File: src/rtl/pcileech_rst_ctl.sv
// pcileech_rst_ctl: reset and power-on sequencer for the ScreamerM2 top level.
// It produces the synchronous system reset, the FT601 reset, the free-running
// 64-bit tick counter and the power-on blink. It also synchronizes and
// debounces the asynchronous PCIe sideband pads.
//
// Ports:
//   clk              system clock
//   rst_n            asynchronous active-low reset (POR / MMCM locked)
//   sw_rst           one-cycle soft-reset request
//   pcie_perst_n_in  raw PERST# pad (asynchronous)
//   pcie_present_in  raw presence pad (asynchronous)
//   rst              synchronous active-high system reset (registered)
//   ft601_rst_n      FT601 reset, always the complement of rst
//   pcie_perst_n     synchronized, debounced PERST#
//   pcie_present     synchronized, debounced presence
//   perst_fall       one-cycle pulse on the pcie_perst_n 1->0 transition
//   tickcount64      free-running cycle counter
//   led_pwronblink   power-on blink
module pcileech_rst_ctl #(
    parameter int unsigned PARAM_RST_CYCLES = 64,
    parameter int unsigned PARAM_DEBOUNCE   = 16,
    parameter int unsigned PARAM_BLINK_BIT  = 24,
    parameter int unsigned PARAM_BLINK_END  = 27
) (
    input  logic        clk,
    input  logic        rst_n,
    input  logic        sw_rst,
    input  logic        pcie_perst_n_in,
    input  logic        pcie_present_in,
    output logic        rst,
    output logic        ft601_rst_n,
    output logic        pcie_perst_n,
    output logic        pcie_present,
    output logic        perst_fall,
    output logic [63:0] tickcount64,
    output logic        led_pwronblink
);

    localparam int unsigned HOLD_W = 16;
    localparam int unsigned DB_W   = 8;
    localparam int unsigned NSB    = 2;   // index 0: PERST#, index 1: presence

    typedef enum logic {
        ST_HOLD = 1'b0,
        ST_RUN  = 1'b1
    } state_e;

    state_e              state_q, state_d;
    logic [HOLD_W-1:0]   hold_cnt_q, hold_cnt_d;
    logic                rst_q, rst_d;
    logic                ft601_rst_n_q;
    logic [63:0]         tick_q;
    logic                blink_q, blink_d;

    (* ASYNC_REG = "TRUE" *) logic [NSB-1:0] sync0_q;
    (* ASYNC_REG = "TRUE" *) logic [NSB-1:0] sync1_q;
    logic [NSB-1:0]           db_q, db_d;
    logic [NSB-1:0][DB_W-1:0] db_cnt_q, db_cnt_d;
    logic                     fall_q, fall_d;
    logic [NSB-1:0]           pad_c;

    assign pad_c = {pcie_present_in, pcie_perst_n_in};

    // Free-running tick counter; only rst_n clears it.
    always_ff @(posedge clk or negedge rst_n) begin
        if (!rst_n) begin
            tick_q <= '0;
        end else begin
            tick_q <= tick_q + 64'd1;
        end
    end

    // Blink is live only while the upper tick bits are still zero.
    assign blink_d = tick_q[PARAM_BLINK_BIT] & ((tick_q >> PARAM_BLINK_END) == 64'd0);

    always_ff @(posedge clk or negedge rst_n) begin
        if (!rst_n) begin
            blink_q <= 1'b0;
        end else begin
            blink_q <= blink_d;
        end
    end

    // Reset sequencer state register.
    always_ff @(posedge clk or negedge rst_n) begin
        if (!rst_n) begin
            state_q       <= ST_HOLD;
            hold_cnt_q    <= '0;
            rst_q         <= 1'b1;
            ft601_rst_n_q <= 1'b0;
        end else begin
            state_q       <= state_d;
            hold_cnt_q    <= hold_cnt_d;
            rst_q         <= rst_d;
            ft601_rst_n_q <= ~rst_d;
        end
    end

    // Next state: sw_rst restarts the hold period and wins over terminal count.
    always_comb begin
        state_d    = state_q;
        hold_cnt_d = hold_cnt_q;
        rst_d      = rst_q;
        case (state_q)
            ST_HOLD: begin
                rst_d = 1'b1;
                if (sw_rst) begin
                    hold_cnt_d = '0;
                end else if (hold_cnt_q == HOLD_W'(PARAM_RST_CYCLES - 1)) begin
                    state_d    = ST_RUN;
                    rst_d      = 1'b0;
                    hold_cnt_d = '0;
                end else begin
                    hold_cnt_d = hold_cnt_q + HOLD_W'(1);
                end
            end
            ST_RUN: begin
                rst_d = 1'b0;
                if (sw_rst) begin
                    state_d    = ST_HOLD;
                    rst_d      = 1'b1;
                    hold_cnt_d = '0;
                end
            end
            default: begin
                state_d    = ST_HOLD;
                rst_d      = 1'b1;
                hold_cnt_d = '0;
            end
        endcase
    end

    // Sideband synchronizers and debounce registers.
    always_ff @(posedge clk or negedge rst_n) begin
        if (!rst_n) begin
            sync0_q  <= '0;
            sync1_q  <= '0;
            db_q     <= '0;
            db_cnt_q <= '0;
            fall_q   <= 1'b0;
        end else begin
            sync0_q  <= pad_c;
            sync1_q  <= sync0_q;
            db_q     <= db_d;
            db_cnt_q <= db_cnt_d;
            fall_q   <= fall_d;
        end
    end

    // Output follows s1 only after PARAM_DEBOUNCE consecutive differing cycles.
    always_comb begin
        db_d     = db_q;
        db_cnt_d = '0;
        for (int unsigned i = 0; i < NSB; i++) begin
            if (sync1_q[i] != db_q[i]) begin
                if (db_cnt_q[i] == DB_W'(PARAM_DEBOUNCE - 1)) begin
                    db_d[i] = sync1_q[i];
                end else begin
                    db_cnt_d[i] = db_cnt_q[i] + DB_W'(1);
                end
            end
        end
        // Pulse is registered together with the debounced PERST# falling.
        fall_d = db_q[0] & ~db_d[0];
    end

    assign rst            = rst_q;
    assign ft601_rst_n    = ft601_rst_n_q;
    assign pcie_perst_n   = db_q[0];
    assign pcie_present   = db_q[1];
    assign perst_fall     = fall_q;
    assign tickcount64    = tick_q;
    assign led_pwronblink = blink_q;

endmodule
File: config.mk
export PLATFORM = sky130hd
export DESIGN_NAME = pcileech_rst_ctl
export DESIGN_NICKNAME = d
export VERILOG_FILES = /design/src/rtl/pcileech_rst_ctl.sv
export SDC_FILE = /design/constraint.sdc
export NUM_CORES = 1
export LEC_CHECK = 0
export BUFFER_PORTS_ARGS = -buffer_cell sky130_fd_sc_hd__buf_2
export CORE_UTILIZATION = 60
export CTS_CLUSTER_DIAMETER = 30
export DETAILED_ROUTE_END_ITERATION = 7
export PLACE_DENSITY_LB_ADDON = 0.05
export RECOVER_POWER = 100
export REMOVE_ABC_BUFFERS = 1
export SLEW_MARGIN = 30
export SYNTH_ARGS = -nofsm -noshare
export SYNTH_HDL_FRONTEND = slang
export SYNTH_SLANG_ARGS = --single-unit
File: constraint.sdc
create_clock -name clk -period 5 [get_ports clk]
set_clock_uncertainty 0.05 [all_clocks]
set_input_delay 0.75 -clock clk [delete_from_list [all_inputs] [get_ports clk]]
set_output_delay 0.75 -clock clk [all_outputs]
set_load 0.02 [all_outputs]
After elaboration in Yosys (flattened, before gate mapping)
Index checks and enable logic that the tools add are counted.

Eq/ne operators: 6. Add/sub/neg operators: 4. Reduce and logical (&&, ||, !) cells: 2. Mux-type cells: 18. Bitwise logic cells: 5.

Operators with widths (number): 64-bit by 1-bit adder with 64-bit output (second input constant) (1); 64-bit logical NOT (1); 16-bit 2-to-1 mux (3); 8-bit 2-to-1 mux (4); 16-bit case mux with 2 select lines (1); 16-bit by 1-bit adder with 16-bit output (second input constant) (1); 8-bit by 1-bit adder with 8-bit output (second input constant) (2); 16-bit by 6-bit equality test with 1-bit output (second input constant) (1); 8-bit by 4-bit equality test with 1-bit output (second input constant) (2); 1-bit 2-to-1 mux (8); 1-bit case mux with 2 select lines (2); 1-bit NOT (3); 1-bit bitwise AND (2); 1-bit inequality test (2); 2-bit inequality test (second input constant) (1); 2-bit AND reduction (1).

Word-level logic and storage cells: 48. Bits of input ports: 5. Bits in registers: 107.

Longest topological paths before layout
Gate-level depths: netlist (run 1).

Depth in word-level cells: 5. Depth in mapped cells: 7.

Worst setup path before layout (run 1)
Ideal clock, no wire load.

Kind: register to register. From: register tick_q[31] (netlist: tickcount64[31]). To: register tick_q[61] (netlist: tickcount64[61]). Required time: 4.870 ns. Path slack: 2.741 ns. Arrival time: 2.129 ns. Clock period less this slack: 2.259 ns. Stages on the path, launching flop included: 7. Setup time: 0.080 ns. Buffers on the path: 1. Cell sequence: dfrtp_1 > and4_1 > or3b_1 > or4_1 > buf_2 > nor4_4 > xor2_1.

Cells in the longest elaborated chain, start to end: 1.

RTL lines: start, declared (RTL line 52) `logic [63:0] tick_q;`; start signal, assigned (RTL line 69) `tick_q <= tick_q + 64'd1;`; 64-bit by 1-bit adder with 64-bit output (RTL line 69).

Every way passes these cells. A chain may end at the register's enable or synchronous reset.

Worst setup path after layout (run 1)
From: register hold_cnt_q[0]. To: register hold_cnt_q[5].

Cells in the longest elaborated chain, start to end: 4. Elaborated cells between the ends (all ways): 5. Classes of those cells: add/sub (1); eq/ne (1); mux (3).

RTL lines: start, declared (RTL line 49) `logic [HOLD_W-1:0] hold_cnt_q, hold_cnt_d;`; start signal, assigned (RTL line 93) `hold_cnt_q <= hold_cnt_d;`; 16-bit by 1-bit adder with 16-bit output / 16-bit by 6-bit equality test with 1-bit output (equally long branches) (RTL line 114, 109); 16-bit 2-to-1 mux (*) (RTL line 109) `end else if (hold_cnt_q == HOLD_W'(PARAM_RST_CYCLES - 1)) begin`; 16-bit 2-to-1 mux (*) (RTL line 107) `if (sw_rst) begin`; 16-bit case mux with 2 select lines (*) (RTL line 104) `case (state_q)`.

Every way passes the cells marked *; elsewhere a longest branch is shown, timed or not.

==> impl_metrics.yaml, run 1 <==
clocking:
  cts_sinks: 106
  htreeDepth: 3
  tritoncts_clock_tree: "yes"
  clock_tree.root_cell: "sky130_fd_sc_hd__clkbuf_8"
  worstSkewPairLatency_ns: 0.36
  postCtsResizedCells: 0
  clock_path_buffers: 2
  postCtsSetupBuffers: 0
  number_of_buffers_added_to_fix_hold_violations_after_cts: 0
  clk_pin_slew_worst_paths_ns: 0.10
  cts_made_buffers: 9
placed_design:
  dp_worst_setup_slack_ns: 2.35
  io_buffers: 74
  place_inst: 632
  hpwl_um: 7280
  globalplace.congestion: 0.823
die:
  initial_core_util_pct: 62.6
  die-area_um2: 8460
  die_h_um: 92.0
  fp.dieW_um: 92.0
  ioPinCount: 75
  std_cell_rows: 32
  core_um2: 7770
routing:
  drt_pre_antenna_iters: 4
  remaining_drc_errors: 0
  via_count: 3759
  route.final.wire_length_um: 10300
  drtIter0Drc: 172
  avgRoutedWirePerCell_um: 16.0
  antenna_violating_nets_post_route: 0
  avgViaCountPerCell: 5.80
global_route:
  grt_use_total_pct: 26.4
  grt_pass1_wl_um: 17600
  first_global_vias: 3712
  global_route.overflow_total: 0
  antenna_found_initial: 0
  grt_start_max_net_pins: 77
synthesis:
  yosys-top-cells-count: "105 x sky130_fd_sc_hd__dfrtp_1, 49 x sky130_fd_sc_hd__xnor2_1, 44 x sky130_fd_sc_hd__nor2_1, 37 x sky130_fd_sc_hd__nand2_1, 34 x sky130_fd_sc_hd__nand3_1"
  synth.most_common_cell: "sky130_fd_sc_hd__dfrtp_1"
  share_of_the_synthesized_area_in_the_top_cell_type_pct: 54.1
  synth.distinct_cells: 39
  synthesis.instances: 461
  synthDominantAreaCellType: "sky130_fd_sc_hd__dfrtp_1"
  synth_edf_count: 0
  ys_top_cells_by_area: "sky130_fd_sc_hd__dfrtp_1 54%, sky130_fd_sc_hd__xnor2_1 8.8%, sky130_fd_sc_hd__xor2_1 5.4%"
  synth.avg_cell_area_um2: 10.5
  synth.cell_area_um2: 4860
  ys_warn_count: 0
  synth_top_flop_cell: "sky130_fd_sc_hd__dfrtp_1"
  async_reset_ff_share_pct: 100
  synth_seq_area_share_pct: 54.6
  synth-seq-cells: 106
layout:
  drive_above_1_share_pct: 5.49
  net_count_of_the_finished_layout: 550
  antenna_cells: 0
  area_growth_syn_to_layout_pct: 11.8
  num-fill-cells: 636
  final_cells: 648
sta:
  fmax_ghz: 0.313
  post-route-min-period_ns: 3.20
  report.final.hold_viol_count: 0
  finalCritPeriodShare_pct: 63.9
  tightestPinTransition_ns: 2.04
  drv_slew: 56
  timing.final.setup_violations: 0
  rsz0062_at_grt: "no"
  setup_tns_ns: 0
  slew_headroom_pct: -37.4
  worst_slack_ns: 1.80
setup_path:
  crit_fanout: 23
  worstPathArrival_ns: 3.44
  critical_path_source_type: "flop"
  path_buf_inv: 0
  delay_of_the_slowest_critical_path_stage_ns: 1.54
  cpLargestDelayFamily: "simple AND/OR/NAND/NOR gates"
  crit_slowest_cell: "sky130_fd_sc_hd__nor3_1"
  setup.worst_path.class: "reg2reg"
  timing.critical_path.cells: "ha_1, nand4_1, nor4_1, nor3_1, o21ai_0, a31oi_1"
  critPathCaptureType: "flop"
  critPathRequiredTime_ns: 5.24
outcome:
  outcome: "finished, violations left"
  failed_checks: "max-capacitance violations, max-slew violations"
power_and_ir_drop:
  power.density_cell_area_nw_per_um2: 268
  p_leak_nw: 2.36
  irDropWorstVdd_mv: 0.179
run:
  max_capacitance_violation_count: 2
min_path:
  hold_class: "reg2reg"
==> layout make-up <==
type / instances / area (um2) / share of cell area (%)
clock buffer: 10 / 138 / 2.53
timing repair buffer: 75 / 293 / 5.39
inverter: 15 / 56.3 / 1.04
multi-input combinational: 334 / 2100 / 38.6
sequential: 106 / 2650 / 48.8
clock inverter: 6 / 68.8 / 1.27
tap: 102 / 128 / 2.35
==> metrics by stage <==
| step | instance area (um2) | power, mW | util (%) | hold slack, ns |
|---|---|---|---|---|
| final | 5430 | 1.46 | 70.0 | 0.306 |
| after global routing | 5430 | 1.51 | 70.0 | 0.319 |
| after CTS | 5560 | 1.47 | 71.6 | 0.310 |
| after detailed placement | 5350 | 0.928 | 68.9 | 0.286 |
| after global placement | 5350 | 0.926 | 68.8 | 0.284 |
| after floorplan | 4830 | 0.902 | - | 0.281 |
==> sequential cells by signal (all words and copies together) (netlist names), 2 cells and up <==
name         flops
db_cnt_q        16
db_q             2
hold_cnt_q      16
sync0_q          2
sync1_q          2
tickcount64     64
==> where the power goes <==
part | switching [mW] | total (mW) | internal, mW
Combinational | 0.0276 | 0.0377 | 0.0101
Sequential | 0.00775 | 0.872 | 0.864
Clock | 0.298 | 0.548 | 0.250
==> logic make-up (layout without fill, tap and decap cells) <==
family	count (synthesis)	after routing	synth area share, %
AO/OA/AOI/OAI	27	27	3.45
XOR/XNOR	79	79	14.2
adder cells (fa/ha/maj)	4	4	1.03
buffers and inverters	21	106	1.67
flip-flops	106	106	54.6
multiplexers	4	4	0.875
AND/OR/NAND/NOR	220	220	24.1
==> placed cells by master (no fill, tap or decap), types with 7 or more instances in the layout <==
cell,instances
sky130_fd_sc_hd__xnor2_1,49
sky130_fd_sc_hd__dfrtp_1,105
sky130_fd_sc_hd__clkbuf_8,10
sky130_fd_sc_hd__nor2_1,44
sky130_fd_sc_hd__inv_1,15
sky130_fd_sc_hd__a31oi_1,8
sky130_fd_sc_hd__clkbuf_1,71
sky130_fd_sc_hd__nor3_1,14
sky130_fd_sc_hd__nand4_1,31
sky130_fd_sc_hd__xor2_1,30
sky130_fd_sc_hd__and3_1,8
sky130_fd_sc_hd__nor4_1,21
sky130_fd_sc_hd__nand2_1,37
sky130_fd_sc_hd__a21oi_1,7
sky130_fd_sc_hd__nand3_1,34
==> metal layers <==
layer / GRT usage, % / vias up / part of all wire [%]
li1: - / 1790 / -
met1: 35.4 / 1866 / 45
met2: 43.9 / 93 / 48
met3: 5.47 / 10 / 5.0
met4: 7.16 / 0 / 1.1
met5: 0 / - / 0
==> worst paths after layout <==
kind / start / to / slack, ns / depth (start not counted)
min: sync0_q[1]$_DFF_PN0_ / sync1_q[1]$_DFF_PN0_ / 0.31 / 0
max: hold_cnt_q[0]$_DFFE_PN0P_ / hold_cnt_q[5]$_DFFE_PN0P_ / 1.80 / 6
min reg2reg: sync0_q[1]$_DFF_PN0_ / sync1_q[1]$_DFF_PN0_ / 0.31 / 0
max reg2reg: hold_cnt_q[0]$_DFFE_PN0P_ / hold_cnt_q[5]$_DFFE_PN0P_ / 1.80 / 6
max in group asynchronous: rst_n / tickcount64[20]$_DFF_PN0_ / 2.59 / 2
min in group asynchronous: rst_n / db_cnt_q[13]$_DFF_PN0_ / 0.33 / 1
No activity file was read; power rests on OpenSTA's default activity.
==> run 2: changes to the inputs <==
- CORE_UTILIZATION: 60 -> 51
- clock period: 5 -> 2.6 ns (I/O delays scaled with it)
==> impl_metrics.yaml, run 2 (same netlist as run 1, synthesis figures left out) <==
global_route:
  antenna_found_initial: 0
  use_met1_pct: 30.8
  grt_start_max_net_pins: 51
  global_route.overflow_total: 0
  first_global_vias: 3532
  grt_pass1_wl_um: 17000
  gr-max-usage-layer: "met2"
  grt.met3_usage_pct: 3.65
  met2_usage_pct: 33.9
  grt_use_total_pct: 21.8
setup_path:
  critPathCaptureType: "flop"
  critical_path_source_type: "flop"
  crit_fanout: 23
  worstRegToRegCells: 5
  worstPathArrival_ns: 2.67
  setup.worst_path.class: "reg2reg"
  critPathRequiredTime_ns: 2.81
routing:
  avgRoutedWirePerCell_um: 14.7
  avgViaCountPerCell: 5.51
  drt_pre_antenna_iters: 4
  drtIter0Drc: 115
  antenna_violating_nets_post_route: 0
  remaining_drc_errors: 0
  via_count: 3774
  route.final.wire_length_um: 10100
clocking:
  postCtsSetupBuffers: 0
  tritoncts_clock_tree: "yes"
  clock_tree.root_cell: "sky130_fd_sc_hd__clkbuf_8"
  postCtsResizedCells: 0
  cts_sinks: 106
  number_of_buffers_added_to_fix_hold_violations_after_cts: 0
  cts_made_buffers: 9
  worstSkewPairLatency_ns: 0.36
  clk_pin_slew_worst_paths_ns: 0.09
  clock_path_buffers: 2
  htreeDepth: 3
layout:
  final_cells: 685
  drive_above_1_share_pct: 5.94
  net_count_of_the_finished_layout: 561
  antenna_cells: 0
  largest_reg_flops: 64
  most-common-layout-cells: "105 x sky130_fd_sc_hd__dfrtp_1, 80 x sky130_fd_sc_hd__clkbuf_1, 49 x sky130_fd_sc_hd__xnor2_1"
  post_route_core_utilization_pct: 59.7
  layout.cells.most_common: "sky130_fd_sc_hd__dfrtp_1"
  area_growth_syn_to_layout_pct: 13.5
  fin_area_um2: 5520
sta:
  timing.final.setup_violations: 0
  finalCritPeriodShare_pct: 94.7
  post-route-min-period_ns: 2.46
  rsz0062_at_grt: "no"
  worst_slack_ns: 0.138
  report.final.hold_viol_count: 0
  slew_headroom_pct: 19.2
  tightestPinTransition_ns: 1.21
  fmax_ghz: 0.406
  fin_hold_ws_ns: 0.0793
  drv_slew: 0
  setup_tns_ns: 0
die:
  core_um2: 9240
  ioPinCount: 75
  initial_core_util_pct: 52.6
  fp.dieW_um: 99.6
  die_h_um: 99.6
  std_cell_rows: 35
  die-area_um2: 9920
placed_design:
  io_buffers: 74
  place_inst: 670
  dp_worst_setup_slack_ns: 0.160
  hpwl_um: 7370
  globalplace.congestion: 0.833
  dpl_cell_area_um2: 5480
power_and_ir_drop:
  power.density_cell_area_nw_per_um2: 498
  post-layout-total-power_mw: 2.74
  irDropWorstVdd_mv: 0.335
  p_leak_nw: 2.38
run:
  max_capacitance_violation_count: 0
min_path:
  min_path_cells: 1
  hold_class: "in2reg"
outcome:
  outcome: "finished, final reports clean"
==> run 2: cell types whose count changed in the layout (fill, tap and decap cells not counted), sizes merged <==
cell	before	now
clkbuf	81	92
buf	4	7
inv	18	15
clkinv	1	0
==> run 2: layout make-up <==
cell class | count | area [um2]
fill | 826 | 3720
timing repair buffer | 86 | 344
tap | 129 | 161
clock inverter | 2 | 37.5
sequential | 106 | 2650
multi-input combinational | 334 | 2110
clock buffer | 13 | 149
inverter | 15 | 56.3
==> run 2: path summary, 6_finish.rpt <==
check,slack [ns],start,to
setup / recovery,0.14,hold_cnt_q[9]$_DFFE_PN0P_,hold_cnt_q[3]$_DFFE_PN0P_
hold / removal,0.08,pcie_perst_n_in,sync0_q[0]$_DFF_PN0_
setup reg to reg,0.14,hold_cnt_q[9]$_DFFE_PN0P_,hold_cnt_q[3]$_DFFE_PN0P_
hold reg to reg,0.31,sync0_q[1]$_DFF_PN0_,sync1_q[1]$_DFF_PN0_
max in group asynchronous,0.87,rst_n,hold_cnt_q[6]$_DFFE_PN0P_
min in group asynchronous,0.22,rst_n,tickcount64[23]$_DFF_PN0_
==> run 2: worst max-delay path, stage by stage (launching register included) <==
cell and delay (ns):
sky130_fd_sc_hd__dfrtp_1 0.42, sky130_fd_sc_hd__or4_1 0.55, sky130_fd_sc_hd__nor4_1 0.70, sky130_fd_sc_hd__nor3_4 0.24
sky130_fd_sc_hd__a21o_1 0.22, sky130_fd_sc_hd__a22o_1 0.17
==> run 2: where the power goes <==
part	total, mW	switching (mW)	internal (mW)
logic	0.0756	0.0549	0.0206
clock network	0.994	0.525	0.469
registers	1.67	0.0133	1.66
total	2.74	0.594	2.15
==> run 2: layer usage <==
layer / vias to the layer above / wire, um
met5: - / 0
met1: 1841 / 4830
li1: 1817 / -
met2: 107 / 4630
met4: 0 / 108
met3: 9 / 516
==> run 3: changes to the inputs <==
- BUFFER_PORTS_ARGS: -buffer_cell sky130_fd_sc_hd__buf_2 -> unset
- CORE_UTILIZATION: 51 -> 57
- DONT_BUFFER_PORTS: unset -> 1
==> impl_metrics.yaml, run 3 (same netlist as run 1, synthesis figures left out) <==
routing:
  avgViaCountPerCell: 5.85
  route.final.wire_length_um: 10100
  via_count: 3666
  drtIter0Drc: 179
  antenna_violating_nets_post_route: 0
  drt_pre_antenna_iters: 5
  dr_wl_met2_um: 4670
  route.met3.wl_um: 647
  dr_top_layer: "met4"
  remaining_drc_errors: 0
  avgRoutedWirePerCell_um: 16.1
  wl_met1_um: 4590
sta:
  rsz0062_at_grt: "no"
  slew_headroom_pct: 49.9
  fmax_ghz: 0.416
  setup_tns_ns: 0
  report.final.hold_viol_count: 106
  fin_hold_ws_ns: -0.337
  post-route-min-period_ns: 2.41
  worst_slack_ns: 0.194
  finalCritPeriodShare_pct: 92.5
  tightestPinTransition_ns: 0.749
  drv_slew: 0
  timing.final.setup_violations: 0
power_and_ir_drop:
  power.density_cell_area_nw_per_um2: 513
  clkPwrFrac_pct: 38.3
  power.share.switching_pct: 20.6
  power_switching_mw: 0.573
  seqPwrFrac_pct: 60.3
  irDropWorstVdd_mv: 0.295
  cell_internal_pwr_mw: 2.21
  p_leak_nw: 2.38
  comb_power_share_pct: 1.4
setup_path:
  cpLargestDelayFamily: "simple AND/OR/NAND/NOR gates"
  worstPathArrival_ns: 2.60
  timing.critical_path.cells: "or4_1, nor4_1, nor3_4, a21o_1, a22o_1"
  path_buf_inv: 0
  worst_r2r_startpoint: "hold_cnt_q[8]$_DFFE_PN0P_"
  worstRegToRegCells: 5
  delay_of_the_slowest_critical_path_stage_ns: 0.63
  critical_path.startpoint: "hold_cnt_q[8]$_DFFE_PN0P_"
  cp.depth: 5
  critPathCaptureType: "flop"
  r2r_end: "hold_cnt_q[3]$_DFFE_PN0P_"
  setup.worst_path.class: "reg2reg"
  critical_path_source_type: "flop"
  crit_slowest_cell: "sky130_fd_sc_hd__nor4_1"
  setup.reg_to_reg.worst_slack_ns: 0.19
  critPathRequiredTime_ns: 2.80
  crit_end: "hold_cnt_q[3]$_DFFE_PN0P_"
  crit_fanout: 23
clocking:
  clock_path_buffers: 2
  htreeDepth: 3
  postCtsResizedCells: 0
  tritoncts_clock_tree: "yes"
  postCtsSetupBuffers: 0
  cts_made_buffers: 9
  clock_tree.root_cell: "sky130_fd_sc_hd__clkbuf_8"
  clk_pin_slew_worst_paths_ns: 0.10
  number_of_buffers_added_to_fix_hold_violations_after_cts: 2
  worstSkewPairLatency_ns: 0.36
  cts_sinks: 106
die:
  die-area_um2: 8900
  initial_core_util_pct: 59.1
  fp.dieW_um: 94.3
  ioPinCount: 75
  die_h_um: 94.3
  std_cell_rows: 33
  core_um2: 8220
layout:
  area_of_the_multi_input_gates_um2: 2130
  layout.cells.most_common: "sky130_fd_sc_hd__dfrtp_1"
  drive_above_1_share_pct: 6.51
  post_route_core_utilization_pct: 65.9
  num-fill-cells: 683
  antenna_cells: 0
  ff_latch_area_um2: 2650
  most-common-layout-cells: "105 x sky130_fd_sc_hd__dfrtp_1, 49 x sky130_fd_sc_hd__xnor2_1, 44 x sky130_fd_sc_hd__nor2_1"
  net_count_of_the_finished_layout: 526
  largest_reg_flops: 64
  area_growth_syn_to_layout_pct: 11.5
run:
  max_capacitance_violation_count: 0
placed_design:
  dp_worst_setup_slack_ns: 0.222
  io_buffers: 0
  hpwl_um: 7420
  globalplace.congestion: 0.867
outcome:
  outcome: "finished, violations left"
  failed_checks: "negative hold slack"
global_route:
  antenna_found_initial: 0
  grt_start_max_net_pins: 107
  first_global_vias: 3525
  global_route.overflow_total: 0
  grt_pass1_wl_um: 16600
  grt_use_total_pct: 24.3
min_path:
  hold_class: "in2async"
==> run 3: cell types whose count changed in the layout (fill, tap and decap cells not counted) <==
cell,before,now
sky130_fd_sc_hd__clkbuf_1,80,43
sky130_fd_sc_hd__clkinv_4,0,1
sky130_fd_sc_hd__nor4_4,0,1
sky130_fd_sc_hd__clkbuf_2,2,0
sky130_fd_sc_hd__buf_4,4,7
sky130_fd_sc_hd__nor4_1,20,19
sky130_fd_sc_hd__clkbuf_8,10,12
sky130_fd_sc_hd__buf_2,3,0
sky130_fd_sc_hd__dlygate4sd3_1,0,2
sky130_fd_sc_hd__dfstp_1,0,1
sky130_fd_sc_hd__dfstp_2,1,0
==> run 3: how the worst min path moves through the flow <==
| stage | to | slack, ns | start | cells after the start |
|---|---|---|---|---|
| 5_1_grt | tickcount64[26]$_DFF_PN0_ | -0.37 | rst_n | 0 |
| 3_5_place_dp | db_cnt_q[15]$_DFF_PN0_ | 0.05 | rst_n | 0 |
| 4_1_cts | tickcount64[40]$_DFF_PN0_ | -0.36 | rst_n | 0 |
| 3_3_place_gp | db_cnt_q[14]$_DFF_PN0_ | 0.05 | rst_n | 0 |
| 6_report | db_cnt_q[13]$_DFF_PN0_ | -0.34 | rst_n | 0 |
| 2_1_floorplan | db_cnt_q[0]$_DFF_PN0_ | 0.04 | rst_n | 0 |
==> run 3: layer usage <==
metal,track usage [%],vias up
li1,-,1742
met1,34.0,1803
met2,37.0,105
met3,6.28,16
met4,8.33,0
met5,0,-
==> run 3: layout make-up <==
class | count | area share, %
inverters | 15 | 1.04
flip-flops and latches | 106 | 49.0
well taps | 105 | 2.43
multi-input cells | 334 | 39.3
clock inverters | 3 | 0.855
repair buffers | 51 | 4.25
clock buffers | 13 | 3.12
==> run 3: per-stage QoR <==
step,std cells,total power [mW],area [um2]
2_1_floorplan,455,1.74,4830
3_3_place_gp,609,1.74,5340
3_5_place_dp,609,1.75,5350
4_1_cts,627,2.81,5580
5_1_grt,627,2.87,5420
6_report,627,2.78,5420
==> run 3: power by group through the flow <==
stage          clock (mW)  sequential (mW)  combinational, mW
2_1_floorplan           0             1.71             0.0296
3_3_place_gp            0             1.71             0.0348
3_5_place_dp            0             1.71             0.0364
4_1_cts              1.10             1.68             0.0393
5_1_grt              1.15             1.68             0.0451
6_report             1.06             1.68             0.0386
